$ cat src/rtl/dmem_pkg.sv
// Shared definitions for the data-memory arbiter: RV32I ldst funct3 codes and
// the encoding of the outstanding-read owner register.
package dmem_pkg;

    localparam logic [2:0] LDST_B  = 3'b000;
    localparam logic [2:0] LDST_H  = 3'b001;
    localparam logic [2:0] LDST_W  = 3'b010;
    localparam logic [2:0] LDST_BU = 3'b100;
    localparam logic [2:0] LDST_HU = 3'b101;

    typedef enum logic [1:0] {
        OWN_NONE = 2'd0,
        OWN_CPU  = 2'd1,
        OWN_DBG  = 2'd2
    } owner_e;

    typedef struct packed {
        owner_e     own;
        logic [2:0] code;
        logic [1:0] lane;
    } rd_own_t;

endpackage

$ cat src/rtl/dmem_arbiter_ldst_lane.sv
// Byte-lane handling: store byte enables / replicated write data, and load
// lane extraction with sign or zero extension.
module ldst_lane
    import dmem_pkg::*;
(
    input  logic [1:0]  st_size_i,
    input  logic [1:0]  st_lane_i,
    input  logic [31:0] st_data_i,
    output logic [3:0]  be_o,
    output logic [31:0] wdata_o,
    input  logic [2:0]  ld_code_i,
    input  logic [1:0]  ld_lane_i,
    input  logic [31:0] rdata_i,
    output logic [31:0] ld_data_o
);
    logic [7:0]  ld_byte;
    logic [15:0] ld_half;

    always_comb begin
        be_o    = 4'b1111;
        wdata_o = st_data_i;
        case (st_size_i)
            2'b00: begin
                be_o    = 4'b0001 << st_lane_i;
                wdata_o = {4{st_data_i[7:0]}};
            end
            2'b01: begin
                be_o    = st_lane_i[1] ? 4'b1100 : 4'b0011;
                wdata_o = {2{st_data_i[15:0]}};
            end
            default: ;
        endcase
    end

    always_comb begin
        case (ld_lane_i)
            2'd0:    ld_byte = rdata_i[7:0];
            2'd1:    ld_byte = rdata_i[15:8];
            2'd2:    ld_byte = rdata_i[23:16];
            default: ld_byte = rdata_i[31:24];
        endcase
        ld_half = ld_lane_i[1] ? rdata_i[31:16] : rdata_i[15:0];
        case (ld_code_i)
            LDST_B:  ld_data_o = {{24{ld_byte[7]}}, ld_byte};
            LDST_BU: ld_data_o = {24'd0, ld_byte};
            LDST_H:  ld_data_o = {{16{ld_half[15]}}, ld_half};
            LDST_HU: ld_data_o = {16'd0, ld_half};
            default: ld_data_o = rdata_i;
        endcase
    end

endmodule

$ cat src/rtl/dmem_arbiter.sv
// Single-port data SRAM arbiter: CPU MA stage vs. debug monitor, CPU priority
// with bounded monitor wait. Optional misalign trap via DMEM_MISALIGN_TRAP_EN.
module dmem_arbiter
    import dmem_pkg::*;
#(
    parameter int ADR_W        = 12,
    parameter int DBG_MAX_WAIT = 8
) (
    input  logic             clk,
    input  logic             rst,
    input  logic             cmd_ld_ma,
    input  logic             cmd_st_ma,
    input  logic [2:0]       ldst_code_ma,
    input  logic [31:0]      rd_data_ma,
    input  logic [31:0]      st_data_ma,
    input  logic             cpu_stat_ma,
    output logic             stall_ma,
    output logic [31:0]      ld_data_wb,
    output logic             ld_valid_wb,
    input  logic             dbg_req,
    input  logic             dbg_we,
    input  logic [ADR_W-1:0] dbg_adr,
    input  logic [31:0]      dbg_wdata,
    output logic             dbg_ack,
    output logic [31:0]      dbg_rdata,
    output logic [ADR_W-1:0] mem_adr,
    output logic             mem_re,
    output logic             mem_we,
    output logic [3:0]       mem_be,
    output logic [31:0]      mem_wdata,
    input  logic [31:0]      mem_rdata,
    output logic             misalign_ma
);
    localparam logic [7:0] MAX_WAIT = 8'(DBG_MAX_WAIT);

    rd_own_t     own_q, own_d;
    logic [7:0]  wait_q, wait_d;
    logic        wack_q, wack_d;

    logic        cpu_req, cpu_ld, cpu_gnt, cpu_mis;
    logic        dbg_v, dbg_gnt, force_dbg;
    logic [31:0] adr_al;
    logic [3:0]  lane_be;
    logic [31:0] lane_wdata, lane_ld;
    logic        unused_adr;

    // Reset also masks requests so every output sits at its reset value.
    assign cpu_req   = (cmd_ld_ma | cmd_st_ma) & cpu_stat_ma & ~rst;
    assign cpu_ld    = cmd_ld_ma;
    assign dbg_ack   = wack_q | (own_q.own == OWN_DBG);
    assign dbg_v     = dbg_req & ~dbg_ack & ~rst;
    assign force_dbg = dbg_v & (wait_q == MAX_WAIT);
    assign cpu_gnt   = cpu_req & ~force_dbg;
    assign dbg_gnt   = dbg_v & ~cpu_gnt;
    assign stall_ma  = cpu_req & ~cpu_gnt;

`ifdef DMEM_MISALIGN_TRAP_EN
    assign adr_al  = rd_data_ma;
    assign cpu_mis = cpu_gnt &
                     (((ldst_code_ma[1:0] == 2'b01) & rd_data_ma[0]) |
                      ((ldst_code_ma[1:0] == 2'b10) & (rd_data_ma[1:0] != 2'b00)));
`else
    always_comb begin
        adr_al = rd_data_ma;
        case (ldst_code_ma[1:0])
            2'b01:   adr_al[0]   = 1'b0;
            2'b10:   adr_al[1:0] = 2'b00;
            default: ;
        endcase
    end
    assign cpu_mis = 1'b0;
`endif
    assign misalign_ma = cpu_mis;
    assign unused_adr  = ^adr_al[31:ADR_W+2];

    ldst_lane u_lane (
        .st_size_i (ldst_code_ma[1:0]),
        .st_lane_i (adr_al[1:0]),
        .st_data_i (st_data_ma),
        .be_o      (lane_be),
        .wdata_o   (lane_wdata),
        .ld_code_i (own_q.code),
        .ld_lane_i (own_q.lane),
        .rdata_i   (mem_rdata),
        .ld_data_o (lane_ld)
    );

    always_comb begin
        mem_re    = 1'b0;
        mem_we    = 1'b0;
        mem_adr   = '0;
        mem_be    = 4'b0000;
        mem_wdata = '0;
        if (cpu_gnt && !cpu_mis) begin
            mem_re    = cpu_ld;
            mem_we    = ~cpu_ld;
            mem_adr   = adr_al[ADR_W+1:2];
            mem_be    = lane_be;
            mem_wdata = lane_wdata;
        end else if (dbg_gnt) begin
            mem_re    = ~dbg_we;
            mem_we    = dbg_we;
            mem_adr   = dbg_adr;
            mem_be    = 4'b1111;
            mem_wdata = dbg_wdata;
        end
    end

    always_comb begin
        own_d = '{own: OWN_NONE, code: 3'd0, lane: 2'd0};
        if (cpu_gnt && cpu_ld && !cpu_mis)
            own_d = '{own: OWN_CPU, code: ldst_code_ma, lane: adr_al[1:0]};
        else if (dbg_gnt && !dbg_we)
            own_d.own = OWN_DBG;
        wack_d = dbg_gnt & dbg_we;
        wait_d = wait_q;
        if (!dbg_v || dbg_gnt)
            wait_d = 8'd0;
        else if (wait_q != 8'hFF)
            wait_d = wait_q + 8'd1;
    end

    always_ff @(posedge clk or posedge rst) begin
        if (rst) begin
            own_q  <= '{own: OWN_NONE, code: 3'd0, lane: 2'd0};
            wait_q <= 8'd0;
            wack_q <= 1'b0;
        end else begin
            own_q  <= own_d;
            wait_q <= wait_d;
            wack_q <= wack_d;
        end
    end

    assign ld_valid_wb = (own_q.own == OWN_CPU);
    assign ld_data_wb  = ld_valid_wb ? lane_ld : 32'd0;
    assign dbg_rdata   = (own_q.own == OWN_DBG) ? mem_rdata : 32'd0;

endmodule

$ cat config.mk
export PLATFORM = sky130hd
export DESIGN_NAME = dmem_arbiter
export DESIGN_NICKNAME = d
export VERILOG_FILES = /design/src/rtl/dmem_pkg.sv /design/src/rtl/dmem_arbiter_ldst_lane.sv /design/src/rtl/dmem_arbiter.sv
export SDC_FILE = /design/constraint.sdc
export NUM_CORES = 1
export LEC_CHECK = 0
export CAP_MARGIN = 20
export CORE_ASPECT_RATIO = 2
export CORE_MARGIN = 8
export CORE_UTILIZATION = 29
export DETAILED_ROUTE_END_ITERATION = 12
export HOLD_SLACK_MARGIN = 0.03
export PLACE_DENSITY = 0.87
export RECOVER_POWER = 100
export REMOVE_ABC_BUFFERS = 1
export SETUP_SLACK_MARGIN = 0.3
export SYNTH_ARGS = -nofsm -noshare
export SYNTH_HDL_FRONTEND = slang
export SYNTH_SLANG_ARGS = --single-unit
$ cat constraint.sdc
create_clock -name clk -period 3 [get_ports clk]
set_clock_uncertainty 0.15 [all_clocks]
set_input_delay 0.6 -clock clk [delete_from_list [all_inputs] [get_ports clk]]
set_output_delay 0.6 -clock clk [all_outputs]
set_load 0.01 [all_outputs]
# ---- Yosys cells after proc, flatten, opt, wreduce, memory -nomap -nowiden
# Cells that the tools add are included.
dict set report word_totals {
  ff_bits 16
  inputBits 150
  output_inout_bits 118
  wordCells 70
}
dict set report classes {
  n_addsub 1
  n_eq_ne 11
  n_shift 1
  muxes 25
  n_bitwise 17
  reduce_logical 10
}
# cell n
set op_table {}
lappend op_table {{2-to-1 mux 32 bit} 4}
lappend op_table {{case mux 32 bit (4 select lines)} 1}
lappend op_table {{case mux 32 bit (2 select lines)} 1}
lappend op_table {{2-to-1 mux 12 bit} 2}
lappend op_table {{case mux 8 bit (3 select lines)} 1}
lappend op_table {{2-to-1 mux 16 bit} 1}
lappend op_table {{2-to-1 mux 8 bit} 2}
lappend op_table {{2-to-1 mux 4 bit} 3}
lappend op_table {{bitwise AND 1 bit} 9}
lappend op_table {{adder 8 x 1 -> 8 bit, second input constant} 1}
lappend op_table {{equality test 8 x 4 -> 1 bit, second input constant} 1}
lappend op_table {{!= test 8 bit, second input constant} 1}
lappend op_table {{case mux 4 bit (2 select lines)} 1}
lappend op_table {{equality test 2 x 1 -> 1 bit, second input constant} 3}
lappend op_table {{equality test 2 bit, second input constant} 3}
lappend op_table {{equality test 3 bit, second input constant} 2}
lappend op_table {{2-to-1 mux 1 bit} 6}
lappend op_table {{NOT 1 bit} 6}
lappend op_table {{2-to-1 mux 5 bit} 1}
lappend op_table {{zero test 2 bit} 2}
lappend op_table {{2-to-1 mux 2 bit} 2}
lappend op_table {{<< shifter 1 x 2 -> 4 bit, first input constant} 1}
lappend op_table {{equality test 3 x 1 -> 1 bit, second input constant} 1}
lappend op_table {{zero test 3 bit} 1}
lappend op_table {{6 further kinds} 9}

# ---- Logic depth before layout (Yosys ltp)
dict set report depth {
  depth_word 13
  mapped_depth 8
}

# ---- By module
# A second synthesis with hierarchy kept.
dict set report unflattened {
  hier_cells 374
  area_unflattened_um2 3105.5
}
# mod n_inst cells_per_inst area_each_um2
set by_module_without_submodules {}
lappend by_module_without_submodules {dmem_arbiter 1 214 1775.5}
lappend by_module_without_submodules {ldst_lane 1 160 1330.0}

# ---- Worst setup path before layout
# OpenSTA, ideal clock, no wires.
dict set report synth_timing {
  path_type {input port to output port}
  from {input port ldst_code_ma[1]}
  to {output port mem_be[3]}
  arrival_time_ns 2.231
  t_required_ns 2.250
  path_slack_ns 0.019
  path_stages 6
  n_path_buf 1
  path_cell_list {clkbuf_1 > inv_1 > ha_1 > nor2_1 > o21ai_0 > o31ai_1}
}
dict set report synth_between {
  elab_chain_cells 6
}
# element line
set synth_rtl {}
lappend synth_rtl {{start: declaration} dmem_arbiter.sv:13} ;# input logic [2:0] ldst_code_ma,
lappend synth_rtl {{equality test 2 bit or equality test 2 x 1 -> 1 bit (tied branches)} {dmem_arbiter.sv:65, dmem_arbiter_ldst_lane.sv:22}}
lappend synth_rtl {{OR reduction 2 bit (no source line)} --}
lappend synth_rtl {{2-to-1 mux 1 bit} dmem_arbiter.sv:65} ;# case (ldst_code_ma[1:0])
lappend synth_rtl {{<< shifter 1 x 2 -> 4 bit} dmem_arbiter_ldst_lane.sv:24} ;# be_o = 4'b0001 << st_lane_i;
lappend synth_rtl {{case mux 4 bit (2 select lines) (*)} dmem_arbiter_ldst_lane.sv:22} ;# case (st_size_i)
lappend synth_rtl {{2-to-1 mux 4 bit (*)} dmem_arbiter.sv:94} ;# if (cpu_gnt && !cpu_mis) begin
lappend synth_rtl {{end: declaration} dmem_arbiter.sv:29} ;# output logic [3:0] mem_be,
# Mark *: on every way between the ends. The rest lies on a longest branch, timed or not.

# ---- Worst setup path after layout
dict set report layout_timing {
  from {register own_q[6] (netlist name)}
  to {output port mem_wdata[28]}
}
dict set report layout_between {
  elab_chain_cells 12
}
# element line
set layout_rtl {}
lappend layout_rtl {{start: declaration} dmem_arbiter.sv:36} ;# rd_own_t own_q, own_d;
lappend layout_rtl {{start signal: assignment} dmem_arbiter.sv:125} ;# own_q <= '{own: OWN_NONE, code: 3'd0, lane: 2'd0};
lappend layout_rtl {{start signal: assignment} dmem_arbiter.sv:129} ;# own_q <= own_d;
lappend layout_rtl {{equality test 2 bit (*)} dmem_arbiter.sv:50} ;# assign dbg_ack = wack_q | (own_q.own == OWN_DBG);
lappend layout_rtl {{OR 1 bit (*)} dmem_arbiter.sv:50}
lappend layout_rtl {{NOT 1 bit (*)} dmem_arbiter.sv:51} ;# assign dbg_v = dbg_req & ~dbg_ack & ~rst;
lappend layout_rtl {{bitwise AND 1 bit (*) (2 in series)} dmem_arbiter.sv:51}
lappend layout_rtl {{bitwise AND 1 bit} dmem_arbiter.sv:52} ;# assign force_dbg = dbg_v & (wait_q == MAX_WAIT);
lappend layout_rtl {{NOT 1 bit} dmem_arbiter.sv:53} ;# assign cpu_gnt = cpu_req & ~force_dbg;
lappend layout_rtl {{bitwise AND 1 bit} dmem_arbiter.sv:53}
lappend layout_rtl {{NOT 1 bit} dmem_arbiter.sv:54} ;# assign dbg_gnt = dbg_v & ~cpu_gnt;
lappend layout_rtl {{bitwise AND 1 bit} dmem_arbiter.sv:54}
lappend layout_rtl {{2-to-1 mux 32 bit} dmem_arbiter.sv:100} ;# end else if (dbg_gnt) begin
lappend layout_rtl {{2-to-1 mux 32 bit (*)} dmem_arbiter.sv:94}
lappend layout_rtl {{end: declaration} dmem_arbiter.sv:30} ;# output logic [31:0] mem_wdata,
# Marks and branches as above.

==> flow_metrics.tcl <==
set metrics [dict create \
    finalHoldViolCount 0 \
    yosys-top-cells-area "dfrtp_1, a22o_1, and2_1" \
    synth.avg_cell_area_sq_um 7.77 \
    io_buffers 248 \
    worst_path_most_repeated_cell "buf_6" \
    synth_edf_count 0 \
    fmax_mhz 341 \
    antenna-diode-count 0 \
    cts_hold_buf 0 \
    met1_length_microns 5460 \
    min_path_cells 3 \
    gp_congestion 0.876 \
    p_int_w 0.000796 \
    overflow 0 \
    critPathCaptureType "primary output" \
    p_sw_w 0.000417 \
    yosysWarnings 0 \
    clock-root-buffer "clkbuf_16" \
    r2r_cells 9 \
    clk_pin_slew_worst_paths_ns 0.05 \
    numCtsBuffers 3 \
    synth_top_area_cell "dfrtp_1" \
    cts_buffer_depth 2 \
    avgViaCountPerCell 5.80 \
    fin_nets 791 \
    crit_chain "nor2b_4 > or4b_4 > clkbuf_1 > o21ai_4 > buf_6 > buf_6 > o2bb2ai_1 > buf_2" \
    die-area_sq_um 12100 \
    post-route-drc-count 0 \
    postSynthCellCount 324 \
    crit_family "simple AND/OR/NAND/NOR gates" \
    synthTopCellsByCount "a21oi_1, and2_1, a22o_1" \
    die_w_microns 81.9 \
    vdd_drop_max_v 0.000168 \
    slew_headroom_pct 44.7 \
    die_h_microns 148 \
    setup_violations 0 \
    worstMarginPinSlew_ns 0.830 \
    wl_met3_microns 1820 \
    h-tree-depth 1 \
    seq_area_frac_synth_pct 15.9 \
    grt_max_degree 35 \
    crit_type "register to primary output" \
    drive_above_1_share_pct 31.1 \
    drtAntennaViolNets 0 \
    critPathSlowestCell "or4b_4" \
    antenna_found_initial 0 \
    synth_top_area_share_pct 15.9 \
    initial_core_util_pct 29.5 \
    cts_tree "yes" \
    first_global_vias 4522 \
    period_share_pct 97.8 \
    synth_cell_types 47 \
    topRoutingLayerUsed "met4" \
    syn_area_sq_um 2520 \
    grtUsageTotal_pct 24.9 \
    maxCapViolCount 0 \
    num_vias 4258 \
    whs_endpoint "wait_q[1]$_DFFE_PP0P_" \
    crit_buf_inv 4 \
    met2_length_microns 9110 \
    cpPeakStageDelay_ns 0.53 \
    synthToLayoutAreaGrowth_pct 135 \
    drtIter0Drc 324 \
    synth_seq_cells 16 \
    cp.arrival_ns 2.18 \
    period_needed_ns 2.93 \
    hold_class "register to register" \
    cts_num_sinks 16 \
    power.clock.fraction_pct 21.4 \
    p_leak_nw 2.67 \
    p_per_area_nw_per_um2 205 \
    outcome "completed" \
    worstSetupStartpointType "register" \
    first_pass_iters 5 \
    rr_startpoint "own_q[6]$_DFF_PP0_" \
    core_area_sq_um 8530 \
    r2r-end "own_q[2]$_DFF_PP0_" \
    grt_pass1_wl_microns 23500 \
    dp.cells 694 \
    place_hpwl_microns 11900 \
    pin_count 268 \
    async_flop_share_pct 100 \
    setup_ws_ns 0.0667 \
    layoutNonFillerInstCount 734 \
    insertion_delay_ns 0.25 \
    hold_start "wait_q[1]$_DFFE_PP0P_" \
    seqPwrFrac_pct 18.4 \
    totalWireLength_microns 17400 \
    cp_max_fo 6 \
    wl_per_cell_microns 23.7 \
    swShare_pct 34.3 \
    maxSlewViolCount 0 \
    combPwrFrac_pct 60.3 \
    reg2reg_slack_ns 0.89 \
    worstPathRequired_ns 2.25 \
    final_core_util_pct 69.3 \
    post-place-ws_ns -0.679 \
    row_count 48 \
    rsz0062_at_grt "true" \
    synth_flop_cell "dfrtp_1" \
]
## metal layers
layer,up-vias,global-route usage [%]
li1,1850,-
met4,0,12.6
met3,81,6.81
met5,-,0
met1,1989,23.6
met2,338,45.6
## worst reg2reg max path: stages, from the launching register on
cell	delay, ns
dfrtp_1	0.37
nor2b_4	0.14
buf_12	0.16
nor4b_1	0.28
buf_4	0.22
a21oi_4	0.07
buf_6	0.15
buf_16	0.14
clkbuf_1	0.13
and3_1	0.20
## area by class of cell
type | instances | area (sq um)
inverter | 14 | 55.1
clock buffer | 3 | 75.1
tap | 100 | 125
sequential | 16 | 400
fill | 654 | 2620
timing repair buffer | 333 | 2900
multi-input combinational | 268 | 2350
## flip-flops by register name, summed over array words and instances, names as in the netlist
| name | flops |
|---|---|
| own_q | 7 |
| wait_q | 8 |
| wack_q | 1 |
## cells by family (layout without fill, tap and decap cells)
group / after synthesis / after routing / share of synthesized area [%]
AO/OA/AOI/OAI: 140 / 140 / 40.2
XOR/XNOR: 1 / 1 / 0.348
multiplexers: 19 / 19 / 8.95
AND/OR/NAND/NOR: 102 / 102 / 24.3
flip-flops: 16 / 16 / 15.9
buffers and inverters: 40 / 350 / 7.65
adder cells (fa/ha/maj): 5 / 5 / 2.49
other: 1 / 1 / 0.149
## power groups by stage
stage | sequential, W | combinational [W] | clock (W)
after floorplan | 0.000227 | 0.000201 | 0
after global placement | 0.000226 | 0.000619 | 0
after detailed placement | 0.000226 | 0.000629 | 0
after CTS | 0.000223 | 0.000669 | 0.000253
after global routing | 0.000223 | 0.000768 | 0.000273
final | 0.000223 | 0.000731 | 0.000259
## worst max path at each step
stage	startpoint	end	slack, ns	depth (start not counted)
2_1_floorplan	rst	mem_adr[0]	-0.18	4
3_3_place_gp	mem_rdata[23]	ld_data_wb[24]	-0.57	5
3_5_place_dp	mem_rdata[23]	ld_data_wb[24]	-0.68	5
4_1_cts	own_q[6]$_DFF_PP0_	mem_wdata[7]	0.09	8
5_1_grt	own_q[6]$_DFF_PP0_	mem_wdata[28]	0.02	8
6_report	own_q[6]$_DFF_PP0_	mem_wdata[28]	0.07	8
## metrics by stage
step | hold slack, ns | total power [W] | cell area [sq um] | TNS, ns
floorplan | 0.372 | 0.000428 | 2380 | -3.96
global placement | 0.435 | 0.000845 | 5370 | -34.05
detailed placement | 0.476 | 0.000855 | 5370 | -36.84
CTS | 0.450 | 0.00114 | 5700 | 0
global route | 0.553 | 0.00126 | 5910 | 0
finish | 0.509 | 0.00121 | 5910 | 0
## timing repair
action | in CTS | in global routing
resized for setup | 421 | 73
setup endpoints to repair | 83 | 69
cloned | 7 | 3
pin swaps | 27 | 23
setup buffers | 22 | 5
## placed cells by master, fill, tap and decap left out, types with 5 or more instances in the layout
cell type        Yosys  routed
clkdlybuf4s50_1      0     117
clkbuf_1            14      59
buf_4                1      45
and2_1              35      34
dlygate4sd3_1        0      34
a22o_1              29      29
buf_2                7      26
a21oi_1             35      24
buf_6                4      20
o2bb2ai_2            0      18
nor2_1              19      16
a21o_1              16      16
dfrtp_1             16      16
a21oi_2              0      10
mux2i_1              9       9
and3_1               8       8
nor3_1              10       8
inv_1               13       8
o21ai_0             13       8
dlygate4sd2_1        0       8
a31oi_1              6       6
clkbuf_16            0       6
clkbuf_2             0       6
buf_12               0       6
nand2_1              6       5
o2bb2ai_4            0       5
mux2_2               8       5
buf_16               0       5
(Power assumes the default switching activity.)
